==> src/rtl/demux_1a4_if.sv <==
// Stream/frame bundle for the 1:4 byte demultiplexer.
// The master side feeds serialized bytes and observes the rebuilt frames;
// the slave side is the demultiplexer itself.
interface demux_1a4_if #(
  parameter int WIDTH = 8
);
  logic [WIDTH-1:0] data_in;
  logic             valid_in;
  logic             sof_in;
  logic [WIDTH-1:0] data_out0;
  logic [WIDTH-1:0] data_out1;
  logic [WIDTH-1:0] data_out2;
  logic [WIDTH-1:0] data_out3;
  logic             validout0;
  logic             validout1;
  logic             validout2;
  logic             validout3;
  logic             frame_done;
  logic             partial;
  logic [7:0]       frame_cnt;

  modport master (
    output data_in, valid_in, sof_in,
    input  data_out0, data_out1, data_out2, data_out3,
    input  validout0, validout1, validout2, validout3,
    input  frame_done, partial, frame_cnt
  );

  modport slave (
    input  data_in, valid_in, sof_in,
    output data_out0, data_out1, data_out2, data_out3,
    output validout0, validout1, validout2, validout3,
    output frame_done, partial, frame_cnt
  );
endinterface

==> src/rtl/demux_1a4.sv <==
// 1:4 byte-stream demultiplexer. Collects serialized bytes (lane order
// 0,1,2,3) into staging registers and emits a whole 4-lane frame for one
// cycle when the lane-3 byte arrives. A start-of-frame byte seen mid-frame
// flushes the partially collected lanes as a partial frame and starts a
// new frame with itself as lane 0. All outputs are registered.
module demux_1a4 #(
  parameter int WIDTH = 8
) (
  input  logic         clk_4f,
  input  logic         reset,
  demux_1a4_if.slave   bus
);

  // Lane pointer doubles as the frame-assembly state.
  typedef enum logic [1:0] {
    LANE0 = 2'd0,
    LANE1 = 2'd1,
    LANE2 = 2'd2,
    LANE3 = 2'd3
  } lane_t;

  lane_t            ptr;
  lane_t            ptr_nxt;
  logic [WIDTH-1:0] stg     [3];
  logic [WIDTH-1:0] stg_nxt [3];
  logic [2:0]       fill;
  logic [2:0]       fill_nxt;

  logic [WIDTH-1:0] dout     [4];
  logic [WIDTH-1:0] dout_nxt [4];
  logic [3:0]       vld;
  logic [3:0]       vld_nxt;
  logic             done;
  logic             done_nxt;
  logic             part;
  logic             part_nxt;
  logic [7:0]       cnt;
  logic [7:0]       cnt_nxt;

  // Register all state and outputs; reset clears everything, including data.
  always_ff @(posedge clk_4f) begin
    if (reset) begin
      ptr  <= LANE0;
      fill <= 3'b000;
      for (int i = 0; i < 3; i++) stg[i] <= '0;
      for (int i = 0; i < 4; i++) dout[i] <= '0;
      vld  <= 4'b0000;
      done <= 1'b0;
      part <= 1'b0;
      cnt  <= 8'd0;
    end else begin
      ptr  <= ptr_nxt;
      fill <= fill_nxt;
      for (int i = 0; i < 3; i++) stg[i] <= stg_nxt[i];
      for (int i = 0; i < 4; i++) dout[i] <= dout_nxt[i];
      vld  <= vld_nxt;
      done <= done_nxt;
      part <= part_nxt;
      cnt  <= cnt_nxt;
    end
  end

  // Next-state and next-output decode: accept, complete or SOF flush.
  always_comb begin
    ptr_nxt  = ptr;
    fill_nxt = fill;
    for (int i = 0; i < 3; i++) stg_nxt[i] = stg[i];
    for (int i = 0; i < 4; i++) dout_nxt[i] = dout[i];
    vld_nxt  = 4'b0000;
    done_nxt = 1'b0;
    part_nxt = 1'b0;
    cnt_nxt  = cnt;

    if (bus.valid_in) begin
      if (bus.sof_in && (ptr != LANE0)) begin
        // Realign: flush whatever lanes are filled, zero the rest.
        for (int i = 0; i < 3; i++) begin
          dout_nxt[i] = fill[i] ? stg[i] : '0;
          vld_nxt[i]  = fill[i];
        end
        dout_nxt[3] = '0;
        vld_nxt[3]  = 1'b0;
        done_nxt    = 1'b1;
        part_nxt    = 1'b1;
        stg_nxt[0]  = bus.data_in;
        fill_nxt    = 3'b001;
        ptr_nxt     = LANE1;
      end else if (ptr == LANE3) begin
        // Lane-3 byte completes the frame; emit it together with stg0..2.
        for (int i = 0; i < 3; i++) dout_nxt[i] = stg[i];
        dout_nxt[3] = bus.data_in;
        vld_nxt     = 4'b1111;
        done_nxt    = 1'b1;
        cnt_nxt     = cnt + 8'd1;
        fill_nxt    = 3'b000;
        ptr_nxt     = LANE0;
      end else begin
        // Plain accept into the current lane (SOF at lane 0 lands here too).
        stg_nxt[ptr]  = bus.data_in;
        fill_nxt[ptr] = 1'b1;
        ptr_nxt       = lane_t'(ptr + 2'd1);
      end
    end
  end

  assign bus.data_out0  = dout[0];
  assign bus.data_out1  = dout[1];
  assign bus.data_out2  = dout[2];
  assign bus.data_out3  = dout[3];
  assign bus.validout0  = vld[0];
  assign bus.validout1  = vld[1];
  assign bus.validout2  = vld[2];
  assign bus.validout3  = vld[3];
  assign bus.frame_done = done;
  assign bus.partial    = part;
  assign bus.frame_cnt  = cnt;

endmodule

==> src/flat_wrapper.sv <==
// flat-port wrapper written by rule: the top's interface ports become plain ports
module demux_1a4_flat 
#(
  parameter int WIDTH = 8
)
  (clk_4f, reset, bus_data_in, bus_valid_in, bus_sof_in, bus_data_out0, bus_data_out1, bus_data_out2, bus_data_out3, bus_validout0, bus_validout1, bus_validout2, bus_validout3, bus_frame_done, bus_partial, bus_frame_cnt);
  demux_1a4_if #(.WIDTH(WIDTH)) bus_i ();
  input  logic clk_4f;
  input  logic reset;
  input wire logic [$bits(bus_i.data_in)-1:0] bus_data_in;
  input wire logic [$bits(bus_i.valid_in)-1:0] bus_valid_in;
  input wire logic [$bits(bus_i.sof_in)-1:0] bus_sof_in;
  output wire logic [$bits(bus_i.data_out0)-1:0] bus_data_out0;
  output wire logic [$bits(bus_i.data_out1)-1:0] bus_data_out1;
  output wire logic [$bits(bus_i.data_out2)-1:0] bus_data_out2;
  output wire logic [$bits(bus_i.data_out3)-1:0] bus_data_out3;
  output wire logic [$bits(bus_i.validout0)-1:0] bus_validout0;
  output wire logic [$bits(bus_i.validout1)-1:0] bus_validout1;
  output wire logic [$bits(bus_i.validout2)-1:0] bus_validout2;
  output wire logic [$bits(bus_i.validout3)-1:0] bus_validout3;
  output wire logic [$bits(bus_i.frame_done)-1:0] bus_frame_done;
  output wire logic [$bits(bus_i.partial)-1:0] bus_partial;
  output wire logic [$bits(bus_i.frame_cnt)-1:0] bus_frame_cnt;
  assign bus_i.data_in = bus_data_in;
  assign bus_i.valid_in = bus_valid_in;
  assign bus_i.sof_in = bus_sof_in;
  assign bus_data_out0 = bus_i.data_out0;
  assign bus_data_out1 = bus_i.data_out1;
  assign bus_data_out2 = bus_i.data_out2;
  assign bus_data_out3 = bus_i.data_out3;
  assign bus_validout0 = bus_i.validout0;
  assign bus_validout1 = bus_i.validout1;
  assign bus_validout2 = bus_i.validout2;
  assign bus_validout3 = bus_i.validout3;
  assign bus_frame_done = bus_i.frame_done;
  assign bus_partial = bus_i.partial;
  assign bus_frame_cnt = bus_i.frame_cnt;
  demux_1a4 #(.WIDTH(WIDTH)) u_core (.clk_4f(clk_4f), .reset(reset), .bus(bus_i));
endmodule
==> config.mk <==
export PLATFORM = sky130hd
export DESIGN_NAME = demux_1a4_flat
export DESIGN_NICKNAME = d
export VERILOG_FILES = /design/src/rtl/demux_1a4_if.sv /design/src/rtl/demux_1a4.sv /design/src/flat_wrapper.sv
export SDC_FILE = /design/constraint.sdc
export NUM_CORES = 1
export LEC_CHECK = 0
export ABC_AREA = 1
export BUFFER_PORTS_ARGS = -buffer_cell sky130_fd_sc_hd__buf_2
export CAP_MARGIN = 25
export CORE_UTILIZATION = 54
export DETAILED_ROUTE_END_ITERATION = 8
export GPL_ROUTABILITY_DRIVEN = 0
export GPL_TIMING_DRIVEN = 0
export HOLD_SLACK_MARGIN = 0.06
export PLACE_DENSITY = 0.87
export SYNTH_ARGS = -nofsm -noshare
export SYNTH_HDL_FRONTEND = slang
export SYNTH_SLANG_ARGS = --single-unit
==> constraint.sdc <==
create_clock -name clk_4f -period 1.9 [get_ports clk_4f]
set_input_delay 0.38 -clock clk_4f [delete_from_list [all_inputs] [get_ports clk_4f]]
set_output_delay 0.38 -clock clk_4f [all_outputs]
set_load 0.03 [all_outputs]
* After elaboration in Yosys (flattened, before gate mapping)
Memories as Yosys holds them, arrays and structs flattened.
Index checks and enable logic that the tools add are counted.
** Storage, ports and cells
- Register bits :: 19
- Memory bits (writable) :: 56
- Bits of input ports :: 12
- Output and inout port bits :: 46
- Logic and storage cells :: 68
- Memories :: 2
** Cells by class
- Add/sub/neg operators :: 2
- Magnitude comparators :: 4
- Equality and inequality tests :: 1
- Multiplexer cells :: 34
- Bitwise operators :: 11
- Reduce and logical (&&, ||, !) cells :: 7
** Memory list
- u_core.dout :: depth 4, bits a word 8, read ports 4, clocked after memory_dff 0, write ports 4, RTL line demux_1a4.sv:29 : logic [WIDTH-1:0] dout [4];
- u_core.stg :: depth 3, bits a word 8, read ports 3, clocked after memory_dff 0, write ports 3, RTL line demux_1a4.sv:24 : logic [WIDTH-1:0] stg [3];
** Operators by type and width (count)
- $mux W32 :: 3
- $mux W8 :: 12
- $mux W24 :: 2
- $bwmux W24 :: 1
- $demux W8 S2 :: 1
- $mux W16 :: 1
- $mux W3 :: 3
- $add A8 B1 Y8 const B :: 1
- $mux W1 :: 7
- $or A1 B1 Y1 :: 7
- $mux W2 :: 2
- $mux W4 :: 1
- $ge A3 B3 Y1 const B :: 1
- $logic_and A1 B1 Y1 :: 3
- $lt A2 B3 Y1 const B :: 1
- $lt A3 B1 Y1 const B :: 1
- $not A2 Y3 :: 1
- $or A3 B3 Y3 :: 1
- $reduce_and A3 Y1 :: 1
- $reduce_or A3 Y1 :: 1
- $add A2 B1 Y2 const B :: 1
- $demux W1 S2 :: 1
- $eq A2 B2 Y1 const B :: 1
- $ge A2 B1 Y1 const B :: 1
- other kinds (3) :: 4

* Longest topological paths before layout
- Depth in word-level cells :: 10
- Mapped depth :: 11

* Worst setup path before layout
Ideal clock, no wire load.
- Path type :: reg-to-reg
- Start :: register u_core.ptr[0]
- End :: memory u_core.stg[0][0]
- Arrival :: 1.498 ns
- Data required time :: 1.786 ns
- Path slack :: 0.288 ns
- Stages on the path, launching flop included :: 11
- Path buffers :: 2
- Clock period less this slack :: 1.612 ns
- Cells stage by stage :: dfxtp_1 -> inv_1 -> ha_1 -> inv_1 -> nand2_1 -> buf_6 -> nand2_1 -> nand3_2 -> buf_6 -> a21oi_1 -> nor2_1
** RTL lines
- start, declared :: RTL line demux_1a4.sv:22 : lane_t ptr;
- start signal, assigned :: RTL line demux_1a4.sv:52 : ptr <= ptr_nxt;
- end, declared :: RTL line demux_1a4.sv:24

==> run summary <==
In the synthesized netlist the dominant register cell turns out to be dfxtp_1. The highest clock rate is 562 MHz, and the fraction of the mapped netlist area in simple logic gates is 24.3%. For this design, the sink count on the clock tree is 75.

Area growth from synthesis to final layout: 20.0%. For this run the aggregate overflow at the end of global routing stands at 0. The clock edge transition at the registers on the reported setup and hold paths works out to 0.08 ns.

The complex-gate fraction of the synthesized area was 13.2%. Along the worst path, the maximum fanout reaches 10. The run gives 0 as the reported max-cap violation count. The number of hold buffers added after CTS is 0.

Counting along the longest clock path gives a buffer depth of 2. The run gives 470 as the final-stage net count. Static power due to leakage: 1.69 nW. The synthesized design devotes to its leading area cell type 50.6% of total area. The number of top-level design ports is 58. The horizontal extent of the die is 76.1 um. The tools report the cell at the root of the clock tree as clkbuf_8.

The biggest area contributor in the post-synthesis netlist is dfxtp_1. The floorplan step defined a core boundary enclosing 5200 um2. Setup repair after global routing left no endpoint under its margin.

Leaving out fill and tap cells, the most frequent cells in the layout are nand2_1 (95), dfxtp_1 (73), buf_2 (59), inv_1 (42), nand3_1 (37). The post-route clock skew came out at 0.0120 ns. The library cell used most frequently in the layout, excluding fill and tap cells, is nand2_1. Among all stages on the critical path, the largest delay is contributed by dfxtp_2. The number of different library cells used by synthesis comes to 25. The number of nets in the synthesized netlist was 402. The synthesized design contains 0 enable-type register cells. The max-slew violation total from the final report was 0; the overall via count from detail_route was 2702. Measured against the total synthesized area, the mux share comes to 0%. For the post-detailed-route count of antenna-violating nets, the log shows 0. STA puts the critical path data required time at 2.14 ns. The floorplan step set the die height to 76.1 um. The die covers 5790 um2. The logs give 0 for the total setup buffers inserted after CTS and 0 for the number of antenna violations at the first check in global routing.

The tools report the data arrival time of the worst path as 2.03 ns. Via count of the first global-routing pass: 2494. The kind of end point of the critical path is a flop.

The adder and majority gate portion of the synthesized area works out to 2.95%. After synthesis, the largest family of logic cells by area is simple AND/OR/NAND/NOR gates. Each instance of the synthesized netlist takes up on average 7.74 um2.

The cell count after synthesis came out at 383. The post-layout minimum cycle time is 1.78 ns. The run gives 0 as the final setup violation count. The tools report the startpoint class of the critical path as a flop. Entering global routing, the biggest net connects 13 pins. The final period utilization works out to 93.7%. After detailed routing, the total wire length is 6950 um. The flow ran to the end, and the final reports show no timing, DRC or antenna violations.

Sorting the synthesized cells by area gives the leading types as dfxtp_1 (51%), nand2_1 (12%), nand3_1 (6.4%). After legalization and detailed placement, the total HPWL measured 4700 um. The later pin in the worst-skew pair is clocked with a latency of 0.36 ns.

Global routing used 25.0% of the available tracks. The run gives 0 as the number of DRC violations after detailed routing. Summing internal, switching and leakage power gives 3.30 mW.

At the pin with the least slew margin, the transition time is 0.466 ns. Setup total negative slack on the finished layout was measured at 0 ns. Summing every instance area after synthesis gives 2970 um2. The via density per instance is 5.14, and the fraction of layout cells with a size suffix above 1 is 20.8%. The worst min-delay path category was input port to flop.

Power spread over the standard cell area amounts to 929 nW/um2. The tools report the number of hold violations in the final report as 0. TritonCTS built the clock tree. The first global-routing pass estimated 11400 um of wire. The average wire per standard cell works out to 13.2 um.

The kind of critical path is flop to flop. The worst-case IR drop observed on VDD is 0.000610 V. The tools report the headroom to the max-slew limit as 68.9%. The logs give 0 for the number of warning messages in the yosys log and 50.6% for the sequential share of the synthesized area. After synthesis, the share of flip-flops with an asynchronous set or reset is 0%. The logs give 0 for the number of inserted diodes and 26 for the number of cell rows. After Yosys synthesis, XOR and XNOR cells account for 0.295% of the synthesized area. The initial utilization of the core area, before any placement, comes to 57.0%.

Counting the buffers created by CTS gives 9. Number of port buffers: 57. In this run the number of H-tree levels came out at 3. For this run, the slowest stage of the critical path takes 0.40 ns.

For the first-pass iteration count of the detailed router, the log shows 4. Traced cell by cell, the critical path runs through inv_1, ha_1, inv_1, nand2_1, buf_6, nand2_1, nand3_2, buf_6, a21oi_1, nor2_1. The synthesized design contains 75 register bits.

The detailed router finished its first iteration with 162 violations.
## per-stage QoR
step	util (%)	area (um2)	worst slack, ns	hold slack, ns	std cells
4_1_cts	68.1	3540	0.0269	0.258	526
2_1_floorplan	-	2970	0.288	0.419	383
3_5_place_dp	64.1	3340	-0.0122	0.439	510
3_3_place_gp	64.1	3340	-0.00381	0.432	510
6_report	68.3	3560	0.120	0.268	526
5_1_grt	68.3	3560	0.0120	0.275	526
## what timing repair did
item,in CTS,in global routing
hold endpoints to repair,0,0
pin swaps,0,0
gates resized for setup,2,10
setup endpoints to repair,3,40
## synthesized netlist by cell type, types with 3 or more instances
| library cell | count |
|---|---|
| nand2_1 | 95 |
| dfxtp_1 | 75 |
| inv_1 | 42 |
| nand3_1 | 38 |
| a21oi_1 | 35 |
| o21ai_0 | 34 |
| nor2_1 | 25 |
| ha_1 | 7 |
| clkbuf_1 | 6 |
| buf_6 | 4 |
| buf_1 | 3 |
| nand3_2 | 3 |
| o21ai_1 | 3 |
## final cells by class
cell class,instances,area (um2)
fillers,438,1650
flip-flops and latches,75,1510
multi-input cells,249,1220
repair buffers,57,285
inverters,43,161
clock buffers,11,141
plain buffers,16,100
well taps,70,87.6
clock inverters,5,52.6
## power breakdown
group | internal [mW] | switching (mW) | total, mW
registers | 1.64 | 0.0431 | 1.69
logic | 0.130 | 0.274 | 0.405
clock network | 0.636 | 0.576 | 1.21
## cells by family (layout without fill, tap and decap cells)
| group | count (synthesis) | in the layout |
|---|---|---|
| AND/OR/NAND/NOR | 165 | 165 |
| buffers and inverters | 59 | 132 |
| XOR/XNOR | 1 | 1 |
| adder cells (fa/ha/maj) | 7 | 7 |
| AO/OA/AOI/OAI | 76 | 76 |
| flip-flops | 75 | 75 |
## layer usage
metal | up-vias | GRT usage (%) | share of wire, % | wire length [um]
li1 | 1362 | - | - | -
met1 | 1232 | 29.8 | 44 | 3040
met2 | 85 | 42.0 | 47 | 3300
met3 | 23 | 5.15 | 5.6 | 392
met4 | 0 | 14.4 | 3.2 | 221
met5 | - | 0 | 0 | 0
## state kept, by name, indices dropped and copies added, names as in the netlist
| name | cells |
|---|---|
| u_core.bus.partial | 1 |
| u_core.vld | 4 |
| u_core.bus.frame_cnt | 8 |
| u_core.dout | 32 |
| u_core.bus.frame_done | 1 |
| u_core.fill | 3 |
| u_core.stg | 24 |
| u_core.ptr | 2 |
## critical path: cells and delay by family (launching register included)
| family | cells | cell delay [ns] |
|---|---|---|
| buf+inv | 4 | 0.52 |
| simple gates | 4 | 0.42 |
| fa+ha+maj | 1 | 0.20 |
| compound gates | 1 | 0.14 |
| flops | 1 | 0.40 |
## worst paths after layout
path	start	endpoint	slack, ns	depth (start not counted)
worst min-delay path	reset	u_core.dout[3][0]$_SDFFE_PP0P_	0.27	2
worst max-delay path	u_core.ptr[1]$_SDFFE_PP0P_	u_core.stg[0][2]$_SDFFE_PP0P_	0.12	10
worst min register to register	u_core.stg[0][13]$_SDFFE_PP0P_	u_core.stg[0][13]$_SDFFE_PP0P_	0.45	2
worst max register to register	u_core.ptr[1]$_SDFFE_PP0P_	u_core.stg[0][2]$_SDFFE_PP0P_	0.12	10
Power figures use the tool's default switching activity.
